==> src/rtl/mem_arbiter.sv <==
`timescale 1ns/1ps
// mem_arbiter
//   Shares the byte-serial memory controller between the IF stage
//   (instruction fetch) and the MEM stage (load/store). Accepts one request
//   at a time, issues it to the controller with a one-cycle start strobe,
//   waits for completion and returns the response to the owning stage.
//   MEM has fixed priority over IF.
//
//   Optional build macro: MEM_ARB_FAIRNESS_EN
//     Adds a streak counter so that after STREAK_MAX consecutive MEM grants
//     taken while IF was waiting, IF gets the next grant.
//
// Ports
//   clk, rst                 clock, asynchronous active-high reset
//   if_req/if_addr/if_len    IF fetch request; if_gnt accepts it (comb.)
//   if_flush                 kill the current or pending IF fetch response
//   if_rvalid                one-cycle IF response strobe
//   mem_req/we/addr/len/wdata MEM load/store request; mem_gnt accepts (comb.)
//   mem_rvalid               one-cycle MEM completion strobe
//   rdata                    response data, valid with either rvalid
//   ctrl_start/we/addr/len/wdata  command to the controller
//   ctrl_busy/done/rdata     controller status and read data
//   busy                     arbiter is not idle
module mem_arbiter #(
   parameter int ADDR_WIDTH = 32,
   parameter int STREAK_MAX = 4
) (
   input  logic                  clk,
   input  logic                  rst,
   input  logic                  if_req,
   input  logic [ADDR_WIDTH-1:0] if_addr,
   input  logic [2:0]            if_len,
   output logic                  if_gnt,
   input  logic                  if_flush,
   output logic                  if_rvalid,
   input  logic                  mem_req,
   input  logic                  mem_we,
   input  logic [ADDR_WIDTH-1:0] mem_addr,
   input  logic [2:0]            mem_len,
   input  logic [31:0]           mem_wdata,
   output logic                  mem_gnt,
   output logic                  mem_rvalid,
   output logic [31:0]           rdata,
   output logic                  ctrl_start,
   output logic                  ctrl_we,
   output logic [ADDR_WIDTH-1:0] ctrl_addr,
   output logic [2:0]            ctrl_len,
   output logic [31:0]           ctrl_wdata,
   input  logic                  ctrl_busy,
   input  logic                  ctrl_done,
   input  logic [31:0]           ctrl_rdata,
   output logic                  busy
);

   typedef enum logic [1:0] {
      IDLE  = 2'd0,
      ISSUE = 2'd1,
      WAIT  = 2'd2,
      RESP  = 2'd3
   } state_t;

   state_t                state_q;
   logic                  owner_mem_q;   // 0 = IF owns the transaction, 1 = MEM
   logic                  kill_q;        // IF response of this transaction is stale
   logic                  ctrl_we_q;
   logic [ADDR_WIDTH-1:0] ctrl_addr_q;
   logic [2:0]            ctrl_len_q;
   logic [31:0]           ctrl_wdata_q;
   logic [31:0]           rdata_q;

   logic                  idle;
   logic                  force_if;
   logic [2:0]            req_len;
   logic [2:0]            acc_len;

   assign idle = (state_q == IDLE);

`ifdef MEM_ARB_FAIRNESS_EN
   localparam int SW = (STREAK_MAX < 1) ? 1 : $clog2(STREAK_MAX + 1);

   logic [SW-1:0] streak_q;

   // Streak exhausted and both stages asking: hand this slot to IF.
   assign force_if = (streak_q == SW'(STREAK_MAX)) && if_req && !if_flush && mem_req;

   always_ff @(posedge clk or posedge rst) begin
      if (rst) begin
         streak_q <= '0;
      end else if (idle) begin
         if (if_gnt || !if_req)
            streak_q <= '0;
         else if (mem_gnt && !if_flush)
            streak_q <= streak_q + SW'(1);
      end
   end
`else
   assign force_if = 1'b0;

   // The streak limit has no effect without the fairness guard.
   logic unused_streak_max;
   assign unused_streak_max = (STREAK_MAX != 0);
`endif

   assign mem_gnt = idle && mem_req && !force_if;
   assign if_gnt  = idle && if_req && !if_flush && !mem_gnt;

   // Controller transfers at most 4 bytes; longer requests are clamped.
   always_comb begin
      req_len = mem_gnt ? mem_len : if_len;
      acc_len = (req_len > 3'd4) ? 3'd4 : req_len;
   end

   always_ff @(posedge clk or posedge rst) begin
      if (rst) begin
         state_q      <= IDLE;
         owner_mem_q  <= 1'b0;
         kill_q       <= 1'b0;
         ctrl_we_q    <= 1'b0;
         ctrl_addr_q  <= '0;
         ctrl_len_q   <= 3'd0;
         ctrl_wdata_q <= 32'd0;
         rdata_q      <= 32'd0;
      end else begin
         case (state_q)
            IDLE: begin
               if (mem_gnt || if_gnt) begin
                  owner_mem_q  <= mem_gnt;
                  kill_q       <= 1'b0;
                  ctrl_we_q    <= mem_gnt && mem_we;
                  ctrl_addr_q  <= mem_gnt ? mem_addr : if_addr;
                  ctrl_len_q   <= acc_len;
                  ctrl_wdata_q <= mem_gnt ? mem_wdata : 32'd0;
                  // Zero-length requests complete without touching the controller.
                  if (acc_len == 3'd0) begin
                     rdata_q <= 32'd0;
                     state_q <= RESP;
                  end else begin
                     state_q <= ISSUE;
                  end
               end
            end
            ISSUE: begin
               if (if_flush && !owner_mem_q)
                  kill_q <= 1'b1;
               if (!ctrl_busy)
                  state_q <= WAIT;
            end
            WAIT: begin
               if (if_flush && !owner_mem_q)
                  kill_q <= 1'b1;
               if (ctrl_done) begin
                  rdata_q <= ctrl_we_q ? 32'd0 : ctrl_rdata;
                  state_q <= RESP;
               end
            end
            RESP: begin
               // A flush arriving now is handled combinationally on if_rvalid.
               kill_q  <= 1'b0;
               state_q <= IDLE;
            end
            default: state_q <= IDLE;
         endcase
      end
   end

   // Start fires in the first ISSUE cycle the controller is free.
   assign ctrl_start = (state_q == ISSUE) && !ctrl_busy;
   assign if_rvalid  = (state_q == RESP) && !owner_mem_q && !kill_q && !if_flush;
   assign mem_rvalid = (state_q == RESP) && owner_mem_q;
   assign busy       = !idle;

   assign ctrl_we    = ctrl_we_q;
   assign ctrl_addr  = ctrl_addr_q;
   assign ctrl_len   = ctrl_len_q;
   assign ctrl_wdata = ctrl_wdata_q;
   assign rdata      = rdata_q;

endmodule

==> config.mk <==
export PLATFORM = sky130hd
export DESIGN_NAME = mem_arbiter
export DESIGN_NICKNAME = d
export VERILOG_FILES = /design/src/rtl/mem_arbiter.sv
export SDC_FILE = /design/constraint.sdc
export NUM_CORES = 1
export LEC_CHECK = 0
export CAP_MARGIN = 40
export CORE_ASPECT_RATIO = 0.6
export CORE_UTILIZATION = 30
export DETAILED_ROUTE_END_ITERATION = 6
export PLACE_DENSITY = 0.66
export SLEW_MARGIN = 10
export SYNTH_ARGS = -nofsm -noshare
export SYNTH_HDL_FRONTEND = slang
export SYNTH_SLANG_ARGS = --single-unit
==> constraint.sdc <==
create_clock -name clk -period 8.2 [get_ports clk]
set_input_delay 0.82 -clock clk [delete_from_list [all_inputs] [get_ports clk]]
set_output_delay 0.82 -clock clk [all_outputs]
set_load 0.005 [all_outputs]
Yosys cells after proc, flatten, opt, wreduce, memory -nomap -nowiden:

Cells that the tools add are included.

* equality and inequality tests: 8
* order comparisons: 1
* mux-type cells: 17
* reduce and logical (&&, ||, !) cells: 26

Operator list (count)
* 32-bit 2-to-1 mux: 6
* 32-bit one-hot mux with 2 select lines: 1
* 1-bit logical AND: 11
* 2-bit 2-to-1 mux: 4
* 2-bit one-hot mux with 4 select lines: 1
* 1-bit zero test: 6
* 3-bit 2-to-1 mux: 2
* 2-bit by 1-bit inequality test with 1-bit output (second input constant): 3
* 2-bit equality test (second input constant): 2
* 2-bit inequality test (second input constant): 2
* 2-bit AND reduction: 2
* 4-bit AND reduction: 1
* 3-bit greater-than comparator (second input constant): 1
* 3-bit zero test: 1
* 1-bit one-hot mux with 3 select lines: 1
* 3-bit AND reduction: 1
* 2-bit by 1-bit equality test with 1-bit output (second input constant): 1
* 2-bit zero test: 1
* 1-bit 2-to-1 mux: 2
* 2-bit nonzero test: 1
* 2-bit OR reduction: 1
* 1-bit logical OR: 1

* register bits after elaboration: 104
* logic and storage cells: 60
* input port bits: 142

Depth between registers and ports, before layout:

Gate-level depths: netlist of the first run.

* depth after elaboration: 9
* gate-level depth with buffers: 9

Least setup slack after synthesis of the first run:

OpenSTA, ideal clock, no wires.

* kind: input to output
* start point: input port mem_req
* end point: output port mem_gnt
* stages: 5
* path slack: 5702 ps
* data required time: 7380 ps
* arrival time: 1678 ps
* path through: buf_6 nand2_1 inv_1 buf_2 buf_1

* cells in the longest elaborated chain, start to end: 1

RTL lines
* start, declared: RTL line 36 `input logic mem_req,`
* 1-bit logical AND: RTL line 104 `assign mem_gnt = idle && mem_req && !force_if;`
* end, declared: RTL line 41 `output logic mem_gnt,`

Every way passes these cells.

Worst setup path in the final report of the first run:

Ends and elaborated chain as after synthesis.

==> impl_results.md, run 1 <==
- Grt ovf: 0
- Post-Place Cell Area: 0.007024 mm²
- DP HPWL: just over 9000 µm
- CTS tree: yes
- WL per Instance: between 15 and 20 µm
- Pleak: about 3.2 nW
- Post-Route WL: 12480 µm
- Register area: about 0.0026 mm²
- Gr usage total: 17.03%
- Share of the synthesized area in the top cell type: 60.15%
- Clock Sinks: ~100
- Top FF cell, synth: dfrtp_1
- Cell Chain, Critical Path: clkdlybuf4s50_1, nand2_2, inv_1, buf_4, clkdlybuf4s50_1
- Clock transition at the registers of the reported paths: approximately 70 ps
- Vias per cell: between 4 and 5
- Post-Route Utilization: 52.93%
- # rows: 33
- Worst Path Buf+Inv: 4
- # setup viols final: 0
- CP dominant cell by count: clkdlybuf4s50_1
- Area grow syn2layout: 69.72%
- Sequential area share after synthesis: 60.15%
- PortBufs: 247
- Power density cells: 319.5 mW/mm²
- Post-CTS setup buffer count: 0
- Cells after Synth: 347
- Least-Margin Pin Slew: 670.6 ps
- R2R cell count: 9
- Clk root buf: clkbuf_16
- Post-route cell area: 0.007343 mm²
- Total of max-cap violations: 0
- Detail Route Antenna Nets: 0
- Synthesized area per cell: approximately 12 µm²
- Distinct cells, synth: 31
- Tcrit/Tclk final: 47.23%
- Worst path depth: 5
- Nets@finish: 731
- R2r setup slk: 5020 ps
- H-tree levels: 3
- CTS Buf Count: 9
- Antenna cells: 0
- Gr busiest metal: met2
- CTS max path bufs: 2
- First-pass GRT wire length: between 15000 and 20000 µm
- Largest area contributor in the synthesized netlist: dfrtp_1
- Async SR Flop Fraction: 100.0%
- Overall power: 2.346 mW
- Die Area: 0.01492 mm²
- Remaining DRCs: 0
- Initial antenna violation count: 0
- GR Util met2: 27.22%
- Fin. max-slew vios: 0
- Initial DRC count: 162
- Met3 Use GR: 5.727%
- Fmax: 258.2 MHz
- Top Ports: between 200 and 250
- Worst Path Max Fanout: 38
- Multi-input gate area: 0.001573 mm²
- Slew headroom: 55.29%
- Top post-synthesis cells by area: dfrtp_1, mux2i_1, a32o_1
- Placer Congestion: 0.7657
- Hold Path Depth: 2
- Minimum clock period: 3873 ps
- Clk_lat worst skew: about 340 ps
- Post-cts resize count: 0
- Die Y: roughly 95 µm
- Largest net degree at the start of global routing: 102
- Final clock skew: 8.254 ps
- Setup TNS Final: 0 ps
- Critical-path top delay cell: clkdlybuf4s50_1
- Dpl ws: 4323 ps
- Fillers: 1206
- Vias after detailed routing: 3647
- VDD IR max: 142.6 µV
- Setup ws final: 4327 ps
- Synthesis Warnings: 0
- Worst hold path class: flip-flop to flip-flop
- Crit Path Class: input pin to primary output
- Status: complete, no violations
- Core ar.: 0.01387 mm²
- Share of layout cells above drive strength 1: 5.263%
- Crit end category: primary output
- Worst path top cell family by delay: buffers and inverters
- Register bit total from synthesis: between 100 and 150
- Syn nets: 494
- Count leader, synth: dfrtp_1
- Hold-fix buffers, CTS: 0
- Unrepaired setup endpoints after global routing: no
- Effective utilization at floorplan: a little under a third
- CP peak stage delay: 670 ps
- Post-synthesis cell area: 0.004327 mm²
- Final hold vios: 0
- CP Launch Type: input pin
- Crit path arrival time: 3050 ps
- GR Layer Usage met1: 22.05%
- Commonest cells post-synth: dfrtp_1, nand2_1, o21ai_0, mux2i_1, a22o_1
- Number of synthesized flops with an enable pin: 0
- Chip Width: about 160 µm
- Worst endpoint required time: 7380 ps
- DRT Pass-1 Iters: 4
- Vias in the first global route: 3689
-- flip-flops by register name, summed over array words and instances (netlist names) --
name         count
ctrl_wdata      32
ctrl_addr       32
ctrl_we          1
owner_mem_q      1
state_q          2
rdata           32
kill_q           1
ctrl_len         3
-- cells in the final DEF (no fill, tap or decap), drive strengths merged, types with 3 or more instances in the layout --
cell,instances
nand2,42
clkdlybuf4s50,247
a22o,33
mux2i,35
a32o,32
dfrtp,104
o21ai,36
inv,8
ha,5
buf,8
clkinv,3
clkbuf,11
nor2,4
-- final timing paths --
path,start,endpoint
worst max-delay path,mem_req,mem_gnt
worst min-delay path,ctrl_addr[13],ctrl_addr[13]
worst max register to register,state_q[0],rdata[14]
worst min register to register,ctrl_addr[13],ctrl_addr[13]
max in group asynchronous,rst,ctrl_wdata[14]
min in group asynchronous,rst,ctrl_wdata[10]
-- final cells by class --
type | count | area share, %
timing repair buffer | 255 | 35.51
sequential | 104 | 35.44
multi-input combinational | 207 | 21.42
clock buffer | 11 | 3.442
tap | 192 | 3.271
clock inverter | 5 | 0.5282
inverter | 7 | 0.3919
-- report_power, final --
part           leakage, nW  switching [mW]  internal [mW]
clock network        0.142           0.188          0.224
registers             1.31           0.132          0.738
logic                 1.78           0.400          0.665
total                 3.24           0.719           1.63
-- cells by family (layout without fill, tap and decap cells) --
family	Yosys count	count (layout)	synth area share [%]
adder cells (fa/ha/maj)	5	5	1.446
flip-flops	104	104	60.15
buffers and inverters	36	278	4.020
AO/OA/AOI/OAI	108	108	20.16
multiplexers	36	36	8.358
AND/OR/NAND/NOR	58	58	5.870
-- worst register-to-register path: stages (launching register included) --
cell,delay (ps)
dfrtp_1,400
inv_1,140
ha_1,370
nand2_2,430
inv_1,150
buf_4,400
a21oi_2,170
a2111o_1,520
buf_16,220
a32o_1,270
-- routing by layer --
layer / vias up / share of wire [%] / wire [µm]
met5: - / 0 / 0
met4: 0 / 1.1 / 138
met3: 12 / 8.5 / 1062
met2: 140 / 46 / 5769
met1: 1744 / 44 / 5506
li1: 1751 / - / -
-- stage by stage --
step | instances | hold WS [ps]
2_1_floorplan | 347 | 463.7
6_report | 781 | 482.5
5_1_grt | 781 | 515.8
4_1_cts | 780 | 488.1
3_5_place_dp | 764 | 471.4
3_3_place_gp | 760 | 463.0
Power figures use the tool's default switching activity.
==> inputs of run 2 (changes only) <==
- clock period: 8.2 -> 3.9 ns (I/O delays scaled with it)
==> run 2 against run 1 <==
Cell area decreased by 0.77%. Die area unchanged. Sequential power increased by 110%. Clock power increased by 110%. Wire length decreased by 1.4%. Critical path depth increased by 1. Worst setup slack got worse by 3200 ps. Highest routed layer unchanged. Largest cell class is now flip-flops and latches. Non-clock buffer count decreased by 1.
==> impl_results.md, run 2 (synthesis gave the netlist of run 1 again) <==
- Share of layout cells above drive strength 1: 4.940% (-0.32 points)
- CTS Buf Count: 9 (unchanged)
- Grt ovf: 0 (unchanged)
- Least-Margin Pin Slew: 751.8 ps (+81.17 ps)
- First-pass GRT wire length: 19410 µm (-0.85%)
- # setup viols final: 0 (unchanged)
- Sequential share of power: 37.5% (+0.4 points)
- Largest net degree at the start of global routing: 105 (+2.9%)
- Status: complete, no violations
- Power density cells: 666.9 mW/mm² (+110%)
- Clock transition at the registers of the reported paths: 70 ps (about the same)
- Crit path arrival time: 2430 ps (-620 ps)
- Commonest non-fill, non-tap cells in the layout: clkdlybuf4s50_1, dfrtp_1, nand2_1
- Vias per cell: 4.656 (-0.29%)
- Worst hold path class: flip-flop to flip-flop
- Worst endpoint required time: 3510 ps (-3870 ps)
- Clock Sinks: 104 (unchanged)
- Post-route cell area: 0.007287 mm² (-0.77%)
- Initial DRC count: 170 (+4.9%)
- H-tree levels: 3 (unchanged)
- Antenna cells: 0 (unchanged)
- Fin. max-slew vios: 0 (unchanged)
- DP HPWL: 9134 µm (-2.4%)
- Initial antenna violation count: 0 (unchanged)
- Clock power frac: 17.4% (about the same)
- Post-Route WL: 12300 µm (-1.4%)
- Overall power: 4.859 mW (+110%)
- Placer Congestion: 0.7320 (-4.4%)
- Vias in the first global route: 3764 (+2.0%)
- VDD IR max: 279.8 µV (+96%)
- Chip Width: 157.0 µm (unchanged)
- Effective utilization at floorplan: 31.19% (unchanged)
- Switching part of the total: 30.69% (+0.054 points)
- # rows: 33 (unchanged)
- Fin Hold WS: 479.4 ps (-3.097 ps)
- Logic pwr share: 45.1% (-0.3 points)
- Core ar.: 0.01387 mm² (unchanged)
- Die Area: 0.01492 mm² (unchanged)
- Post-Place Cell Area: 0.007009 mm² (-0.21%)
- Worst hold start: ctrl_addr[26]
- Hold Path Depth: 2 (unchanged)
- Remaining DRCs: 0 (unchanged)
- Post-cts resize count: 0 (unchanged)
- Clk_lat worst skew: 340 ps (about the same)
- CP Launch Type: flip-flop
- Commonest non-fill, non-tap cell in the layout: clkdlybuf4s50_1
- CTS tree: yes
- WL per Instance: 15.79 µm (-1.1%)
- Pleak: 3.214 nW (-0.82%)
- Crit Path Class: flip-flop to primary output
- Fillers: 1223 (+1.4%)
- Register area: 0.002603 mm² (unchanged)
- DRT Pass-1 Iters: 4 (unchanged)
- R2r setup slk: 1520 ps (-3500 ps)
- Switching pwr: 1.492 mW (+110%)
- Multi-input gate area: 0.001573 mm² (unchanged)
- R2R cell count: 7 (-2)
- Final clock skew: 4.933 ps (-3.321 ps)
- CTS max path bufs: 2 (unchanged)
- Total of max-cap violations: 0 (unchanged)
- Minimum clock period: 2816 ps
- Post-Route Utilization: 52.53% (-0.41 points)
- Int Pwr: 3.368 mW (+110%)
- Hold-fix buffers, CTS: 0 (unchanged)
- Worst Path Max Fanout: 37 (-2.6%)
- Worst R2R Start: state_q[1]
- Unrepaired setup endpoints after global routing: no
- Detail Route Antenna Nets: 0 (unchanged)
- Top Ports: 248 (unchanged)
- Gr usage total: 16.66% (-0.37 points)
- Tcrit/Tclk final: 72.21%
- Crit end category: primary output
- Vias after detailed routing: 3627 (-0.55%)
- Worst setup startpoint: state_q[0]
- Final hold vios: 0 (unchanged)
- Area grow syn2layout: 68.42%
- PortBufs: 247 (unchanged)
- Slew headroom: 49.88% (-5.4 points)
- Post-CTS setup buffer count: 0 (unchanged)
- Die Y: 95.03 µm (unchanged)
- Clk root buf: clkbuf_16
- Setup TNS Final: 0 ps (unchanged)
- Fmax: 355.1 MHz
- Nets@finish: 730 (-0.14%)
-- run 2: cell types whose count changed in the layout (fill, tap and decap cells not counted) --
cell,before,now
inv_6,1,3
clkinv_4,2,0
clkbuf_8,2,1
buf_16,3,1
buf_12,0,1
buf_8,2,1
buf_4,3,4
-- run 2: power groups by stage --
stage          registers, mW  clock network [mW]  logic (mW)
6_report                1.82               0.846        2.19
5_1_grt                 1.88               0.928        2.39
4_1_cts                 1.82               0.878        2.23
3_5_place_dp            1.83                   0        2.23
3_3_place_gp            1.82                   0        2.17
2_1_floorplan           1.84                   0       0.883
-- run 2: area by class of cell --
cell class	instances	share of cell area, %
Timing Repair Buffer	254	35.20
Tap cell	192	3.297
Inverter	7	0.3949
Clock inverter	5	0.5323
Multi-Input combinational cell	207	21.58
Sequential cell	104	35.71
Clock buffer	10	3.280
-- run 2: final timing paths --
| kind | to |
|---|---|
| min in group asynchronous | ctrl_wdata[11] |
| max | mem_gnt |
| min reg2reg | ctrl_addr[26] |
| max in group asynchronous | ctrl_wdata[31] |
| min | ctrl_addr[26] |
| max reg2reg | rdata[25] |
-- run 2: per-layer routing --
layer,wire [µm],up-vias,GRT usage (%)
met5,0,-,0
met4,184,0,4.854
met3,936,13,5.318
met2,5744,135,26.63
met1,5437,1734,21.72
li1,-,1745,-
-- run 2: worst max-delay path, cell delays in order (launching register included) --
cell and delay, ps:
dfrtp_1 400, inv_1 130, ha_1 390, nand2_2 90
inv_1 100, buf_4 360, clkdlybuf4s50_1 590
-- run 2: through the flow --
| step | cells | setup slack [ps] |
|---|---|---|
| final | 779 | 1084 |
| after global routing | 779 | 930.4 |
| after CTS | 779 | 1068 |
| after detailed placement | 764 | 1279 |
| after global placement | 762 | 1151 |
| after floorplan | 347 | 777.8 |
